### config.mk
export PLATFORM = sky130hd
export DESIGN_NAME = board_perm_gen
export DESIGN_NICKNAME = d
export VERILOG_FILES = /design/src/rtl/board_perm_gen.sv
export SDC_FILE = /design/constraint.sdc
export NUM_CORES = 1
export LEC_CHECK = 0
export ABC_AREA = 1
export ABC_CLOCK_PERIOD_IN_PS = 9200
export CORE_MARGIN = 4
export CORE_UTILIZATION = 45
export CTS_CLUSTER_DIAMETER = 60
export CTS_CLUSTER_SIZE = 40
export DETAILED_ROUTE_END_ITERATION = 7
export SLEW_MARGIN = 20
export SYNTH_ARGS = -nofsm -noshare
export SYNTH_HDL_FRONTEND = slang
export SYNTH_SLANG_ARGS = --single-unit
### constraint.sdc
create_clock -name clk_d -period 9.2 [get_ports clk_d]
set_input_delay 1.84 -clock clk_d [delete_from_list [all_inputs] [get_ports clk_d]]
set_output_delay 1.84 -clock clk_d [all_outputs]
set_load 0.1 [all_outputs]
### src/rtl/board_perm_gen.sv
// board_perm_gen: builds an N-piece tile-puzzle board as a permutation of
// piece codes 0..N-1, either from a permutation index or from an LFSR,
// one Fisher-Yates swap per cycle under a req/ready/done handshake.
module board_perm_gen #(
  parameter int          N    = 4,
  parameter int          W    = 3,
  parameter int          IW   = 5,
  parameter logic [15:0] SEED = 16'hACE1
) (
  input  logic           clk_d,
  input  logic           rst_n,
  input  logic [1:0]     game_status,
  input  logic [IW-1:0]  num,
  input  logic           random,
  input  logic           req,
  output logic           ready,
  output logic           done,
  output logic           err,
  output logic           rand_mode,
  output logic [N*W-1:0] out
);

  localparam int unsigned KW = $clog2(N + 1);

  function automatic int unsigned fact(input int unsigned n);
    int unsigned f;
    f = 1;
    for (int unsigned i = 2; i <= n; i++) f = f * i;
    return f;
  endfunction

  localparam int unsigned NFACT = fact(N);

  typedef enum logic [1:0] {CHOSE_BOARD, GAMING, GAME_INITIAL, WINNED} gstat_e;
  typedef enum logic [1:0] {S_IDLE, S_RUN, S_DONE} state_e;

  // element i holds piece a[i]
  typedef logic [N-1:0][W-1:0] board_t;

  function automatic board_t identity();
    board_t b;
    for (int unsigned i = 0; i < N; i++) b[i] = W'(i);
    return b;
  endfunction

  state_e        state_q, state_d;
  board_t        work_q, work_d;
  board_t        out_q;
  logic [KW-1:0] k_q;
  logic [IW-1:0] idx_q, idx_d;
  logic [15:0]   lfsr_q, lfsr_d;
  logic          mode_q;
  logic          rand_mode_q;
  logic          done_q, err_q;

  logic          chose;
  logic          accept, reject;
  logic [W-1:0]  j;
  int unsigned   hi, lo;
  logic [W-1:0]  a_hi, a_lo;

  assign chose = (game_status == CHOSE_BOARD);

  // State register
  always_ff @(posedge clk_d or negedge rst_n) begin
    if (!rst_n) state_q <= S_IDLE;
    else        state_q <= state_d;
  end

  // Next-state logic; leaving CHOSE_BOARD aborts any run
  always_comb begin
    state_d = state_q;
    case (state_q)
      S_IDLE:  if (accept && !reject) state_d = S_RUN;
      S_RUN:   if (k_q == KW'(2)) state_d = S_DONE;
      S_DONE:  state_d = S_IDLE;
      default: state_d = S_IDLE;
    endcase
    if (!chose) state_d = S_IDLE;
  end

  // Handshake outputs and request decode
  always_comb begin
    ready  = (state_q == S_IDLE) && chose;
    accept = req && ready;
    reject = accept && !rand_mode_q && (32'(num) >= NFACT);
  end

  // Galois LFSR step, taps x^16+x^14+x^13+x^11+1
  always_comb begin
    lfsr_d = {1'b0, lfsr_q[15:1]};
    if (lfsr_q[0]) lfsr_d = lfsr_d ^ 16'hB400;
  end

  // Swap datapath: j from index digit or LFSR, then exchange a[k-1] and a[k-1-j]
  always_comb begin
    j     = '0;
    idx_d = idx_q;
    for (int unsigned d = 2; d <= N; d++) begin
      if (k_q == KW'(d)) begin
        if (mode_q) begin
          j = W'(32'(lfsr_q[7:0]) % d);
        end else begin
          j     = W'(32'(idx_q) % d);
          idx_d = IW'(32'(idx_q) / d);
        end
      end
    end
    hi   = 32'(k_q) - 1;
    lo   = hi - 32'(j);
    a_hi = '0;
    a_lo = '0;
    for (int unsigned i = 0; i < N; i++) begin
      if (i == hi) a_hi = work_q[i];
      if (i == lo) a_lo = work_q[i];
    end
    work_d = work_q;
    for (int unsigned i = 0; i < N; i++) begin
      if (i == hi)      work_d[i] = a_lo;
      else if (i == lo) work_d[i] = a_hi;
    end
  end

  // Datapath registers, mode toggle, LFSR and output pulses
  always_ff @(posedge clk_d or negedge rst_n) begin
    if (!rst_n) begin
      lfsr_q      <= SEED;
      rand_mode_q <= 1'b0;
      mode_q      <= 1'b0;
      done_q      <= 1'b0;
      err_q       <= 1'b0;
      out_q       <= identity();
      work_q      <= identity();
      k_q         <= '0;
      idx_q       <= '0;
    end else begin
      lfsr_q <= lfsr_d;
      done_q <= 1'b0;
      err_q  <= 1'b0;
      if (random) rand_mode_q <= ~rand_mode_q;
      if (!chose) begin
        out_q <= identity();
      end else begin
        case (state_q)
          S_IDLE: begin
            if (accept) begin
              if (reject) begin
                err_q <= 1'b1;
              end else begin
                work_q <= identity();
                k_q    <= KW'(N);
                idx_q  <= num;
                mode_q <= rand_mode_q;
              end
            end
          end
          S_RUN: begin
            work_q <= work_d;
            idx_q  <= idx_d;
            k_q    <= k_q - KW'(1);
          end
          S_DONE: begin
            out_q  <= work_q;
            done_q <= 1'b1;
          end
          default: ;
        endcase
      end
    end
  end

  // Flatten the board with a[0] in the MSBs
  always_comb begin
    out = '0;
    for (int unsigned i = 0; i < N; i++) out[(N-1-i)*W +: W] = out_q[i];
  end

  assign done      = done_q;
  assign err       = err_q;
  assign rand_mode = rand_mode_q;

endmodule
Word level (Yosys, flattened, before mapping)
Cells that the tools add are included.

Register bits after elaboration: 54. Bits of input ports: 11.

Muxes and demuxes: 50. $lt $le $gt $ge: 1. Equal/unequal tests: 20. Bitwise logic cells: 3. Reductions and logical operators: 19. Divide/modulo/power cells: 3. Add/subtract/negate cells: 3.

Operator list (count): 2-bit by 32-bit equality test with 1-bit output (first input constant) (4); 3-bit two-way mux (22); 1-bit by 32-bit equality test with 1-bit output (first input constant) (2); 32-bit zero test (2); 12-bit two-way mux (4); 5-bit two-way mux (8); 5-bit by 2-bit divider with 32-bit output (second input constant) (1); 5-bit by 2-bit remainder unit with 32-bit output (second input constant) (1); 8-bit by 2-bit remainder unit with 32-bit output (second input constant) (1); 12-bit case mux with 2 select lines (1); 5-bit AND reduction (4); 3-bit != test (second input constant) (6); 16-bit two-way mux (1); 5-bit case mux with 2 select lines (1); 2-bit two-way mux (4); 4-bit AND reduction (2); 1-bit two-way mux (7); 3-bit by 2-bit equality test with 1-bit output (second input constant) (2); 3-bit case mux with 2 select lines (1); 5-bit >= comparator (second input constant) (1); 1-bit logical AND (5); 4-bit by 4-bit subtractor with 5-bit output (1); 2-bit zero test (2); 2-bit != test (second input constant) (2); other kinds (12) (14).

Longest topological paths before layout
Depth in word-level cells: 12. Depth in mapped cells: 45. Gate-level depth less buffers: 44.

Worst setup path before layout
No wires, ideal clock.

Path type: input port to output port. Start: input game_status[1]. End: output ready. Data arrival time: 2.963 ns. Required time: 7.360 ns. Cell stages on the path: 5. Slack: 4.397 ns. Path buffers: 0. Cells stage by stage: nor2_1 > inv_2 > nor2_1 > inv_2 > nor2_2.

Longest elaborated chain between the ends: 2.

Ends and longest elaborated chain: from (decl) (RTL line 12) `input logic [1:0] game_status,`; 2-bit zero test (RTL line 62) `assign chose = (game_status == CHOSE_BOARD);`; 1-bit logical AND (RTL line 84) `ready = (state_q == S_IDLE) && chose;`; to (decl) (RTL line 16) `output logic ready,`.

No other way between the ends.

Worst setup path after layout
Start: register mode_q. End: register work_q[9] (netlist name).

Longest elaborated chain between the ends: 12. Elaborated cells on any way between the ends: 19. Classes of those cells: 1 x add/sub; 4 x eq/ne; 12 x mux; 2 x reduce/logical.

Ends and longest elaborated chain: from (decl) (RTL line 52) `logic mode_q;`; from (signal assigned) (RTL line 153) `mode_q <= rand_mode_q;`; 1-bit two-way mux (RTL line 101) `if (mode_q) begin`; 3-bit two-way mux (2 in a row) (RTL line 100) `if (k_q == KW'(d)) begin`; 3-bit two-way mux (*) (RTL line 100); 4-bit by 4-bit subtractor with 5-bit output (*) (RTL line 110) `lo = hi - 32'(j);`; 32-bit zero test (RTL line 115) `if (i == lo) a_lo = work_q[i];`; 3-bit two-way mux (4 in a row) (RTL line 115); 3-bit two-way mux (RTL line 119) `if (i == hi) work_d[i] = a_lo;`; 12-bit case mux with 2 select lines (RTL line 144) `case (state_q)`; to (signal assigned) (RTL line 133) `work_q <= identity();`; to (signal assigned) (RTL line 150) `work_q <= identity();`; to (signal assigned) (RTL line 158) `work_q <= work_d;`; to (decl) (RTL line 47) `board_t work_q, work_d;`.

Mark *: on every way between the ends. The rest lies on a longest branch, timed or not. A chain may end at the register's enable or synchronous reset.

==> summary.txt <==
Status = finished clean
Cell row count = 31
FILL cells = 713
RSZ-0062 raised after global routing = no
First-pass GRT wire length = 13800 um
CTS tree = done
PostCTS Resize Cnt = 0
# IOs = 27
Die height = 94.6 um
Setup Total Neg Slack = 0 ps
Peak VDD IR = 0.0000882 V
EDFF count, synth = 0
HPWL Detailed = 6010 um
Final setup margin = 3480 ps
Final-report hold violation count = 0
CP startpoint = mode_q$_DFFE_PN0P_
Vias in the first global route = 2944
Most common cell on crit path = nand2_1
CP required = 9450 ps
Reg2reg setup slack = 3480 ps
Main synth FF type = dfrtp_1
FF-to-FF path depth = 39
Hold buffers post-CTS = 0
Crit start category = register
Crit end category = register
Clock skew = 8.94 ps
Core area = 7250 um2
Vias per inst = 5.09
Layout area overhead = 14.1%
Share of async-settable or async-resettable flops after synthesis = 100%
Yosys cell types = 41
Yosys reg bits = 54
Antenna violations before repair = 0
Via count = 2898
Register area = 1370 um2
DR WL/cell = 13.7 um
Clock tree buffer depth = 2
Clock Latency Late Sink = 320 ps
Met3 wire len = 203 um
CP Data Arrival Time = 5960 ps
Cells after Synth = 440
Worst rel slew slack = 35.0%
H-tree depth = 2
Clk root buf = clkbuf_8
Commonest cells in the netlist = 81 x nand2_1, 71 x inv_1, 45 x nor2_1
Max stage delay on crit path = 810 ps
Worst slew pin tran = 972 ps
Total Power = 1.04 mW
DRC errors left = 0
Syn Nets = 464
Synth top area share = 28.2%
Initial drt markers = 98
DP Worst Slack = 3480 ps
Placed Area = 3730 um2
ANT nets after route = 0
Most common cell in the synthesized netlist = nand2_1
Number of port buffers = 26
Number of diodes = 0
P per Cell Area = 269 nW/um2
Number of nets in the layout = 493
Leakage power = 1.83 nW
Worst-path clk slew = 100 ps
DRT Pass-1 Iters = 4
Mapped cell area = 3370 um2
Max-Cap Viols = 0
Final min period = 5720 ps
Tot GR Track Use = 19.6%
HP Class = reg2reg
Post-synth top area cell = dfrtp_1
Fmax = 175 MHz
Critical path class = reg2reg
Top cells by area, synth = dfrtp_1 28%, dfstp_2 12%, nand2_1 9.0%
Met2 WL = 4020 um
Cell area after layout = 3850 um2
Synthesis Warnings = 0
GRT overflow = 0
Initial core utilization = 46.5%
Hold Path Depth = 0
Final period util = 62.1%
WL final = 7780 um
Share of post-route cells with drive strength above 1 = 14.7%
Syn Area/Cell = 7.66 um2
Final setup vio count = 0
Critical R2R Capture = work_q[9]$_DFFE_PN1P_
Die width = 94.6 um
Final core occ = 53.0%
Crit-path max FO = 19
R2r startpoint = mode_q$_DFFE_PN0P_
Multi-input logic area = 1660 um2
CTS sink count = 54
Number of buffers created by CTS = 5
Pin count of the biggest net entering global routing = 55
Setup crit end = work_q[9]$_DFFE_PN1P_
Placer Congestion = 0.874
Sequential area share after synthesis = 40.7%
Setup bufs post-CTS = 0
Max-slew violations = 0
M1 WL = 3410 um
Die area = 8940 um2
Top Metal Used = met4
Slowest stage cell, crit path = dfrtp_1
-- cell usage in the layout, fill, tap and decap left out, types with 9 or more instances in the layout --
cell type        count
nor2_1              45
nand2_2              9
inv_2               11
o21ai_0             38
clkdlybuf4s50_1     25
nand2_1             81
a21oi_1             18
dfrtp_1             38
nand3_1             21
inv_1               71
ha_1                12
dfstp_2             16
-- sequential cells by signal (all words and copies together), names as in the netlist, named ones only --
| register | count |
|---|---|
| work_q | 12 |
| k_q | 3 |
| rand_mode | 1 |
| idx_q | 4 |
| state_q | 2 |
| done | 1 |
| mode_q | 1 |
| err | 1 |
| out | 12 |
| lfsr_q | 16 |
-- layer usage --
layer  global-route usage [%]  vias up
met4                     5.77        0
met3                     2.87       12
met1                     24.3     1344
met5                        0        -
li1                         -     1496
met2                     35.1       46
-- metrics by stage --
| step | hold WS [ps] | std cells |
|---|---|---|
| after floorplan | 331 | 440 |
| after CTS | 363 | 569 |
| after global placement | 336 | 561 |
| after global routing | 377 | 569 |
| after detailed placement | 340 | 561 |
| final | 359 | 569 |
-- worst min-delay path by stage --
stage,slack (ps),startpoint,end
after floorplan,330,lfsr_q[9]$_DFF_PN0_,lfsr_q[8]$_DFF_PN0_
after global placement,340,lfsr_q[12]$_DFF_PN0_,lfsr_q[11]$_DFF_PN1_
after detailed placement,340,lfsr_q[12]$_DFF_PN0_,lfsr_q[11]$_DFF_PN1_
after CTS,360,lfsr_q[12]$_DFF_PN0_,lfsr_q[11]$_DFF_PN1_
after global routing,380,lfsr_q[12]$_DFF_PN0_,lfsr_q[11]$_DFF_PN1_
final,360,lfsr_q[12]$_DFF_PN0_,lfsr_q[11]$_DFF_PN1_
-- power by group --
part | switching [mW] | internal, mW
registers | 0.0410 | 0.269
clock network | 0.0824 | 0.0817
logic | 0.373 | 0.189
-- cell type report --
type / count / area share (%)
flip-flops and latches: 54 / 35.7
multi-input cells: 298 / 43.2
clock inverters: 3 / 1.14
clock buffers: 5 / 1.79
well taps: 99 / 3.22
inverters: 82 / 8.00
repair buffers: 28 / 7.03
-- cells by family (layout without fill, tap and decap cells) --
| kind of cell | count (synthesis) | count (layout) | synth area share (%) |
|---|---|---|---|
| adders and majority gates | 13 | 13 | 5.05 |
| and+or+nand+nor | 182 | 182 | 24.9 |
| DFF | 54 | 54 | 40.7 |
| xor gates and xnor gates | 6 | 6 | 1.78 |
| AOI/OAI and AO/OA | 97 | 97 | 17.5 |
| buffers and inverters | 88 | 118 | 10.1 |
-- critical path: cells and delay by family, from the launching register on --
family / cells / cell delay, ps
buffers and inverters: 6 / 490
DFF: 1 / 810
and+or+nand+nor: 26 / 2800
adders and majority gates: 4 / 990
AOI/OAI and AO/OA: 3 / 570
Note: power is estimated with default switching activity, not from simulation.
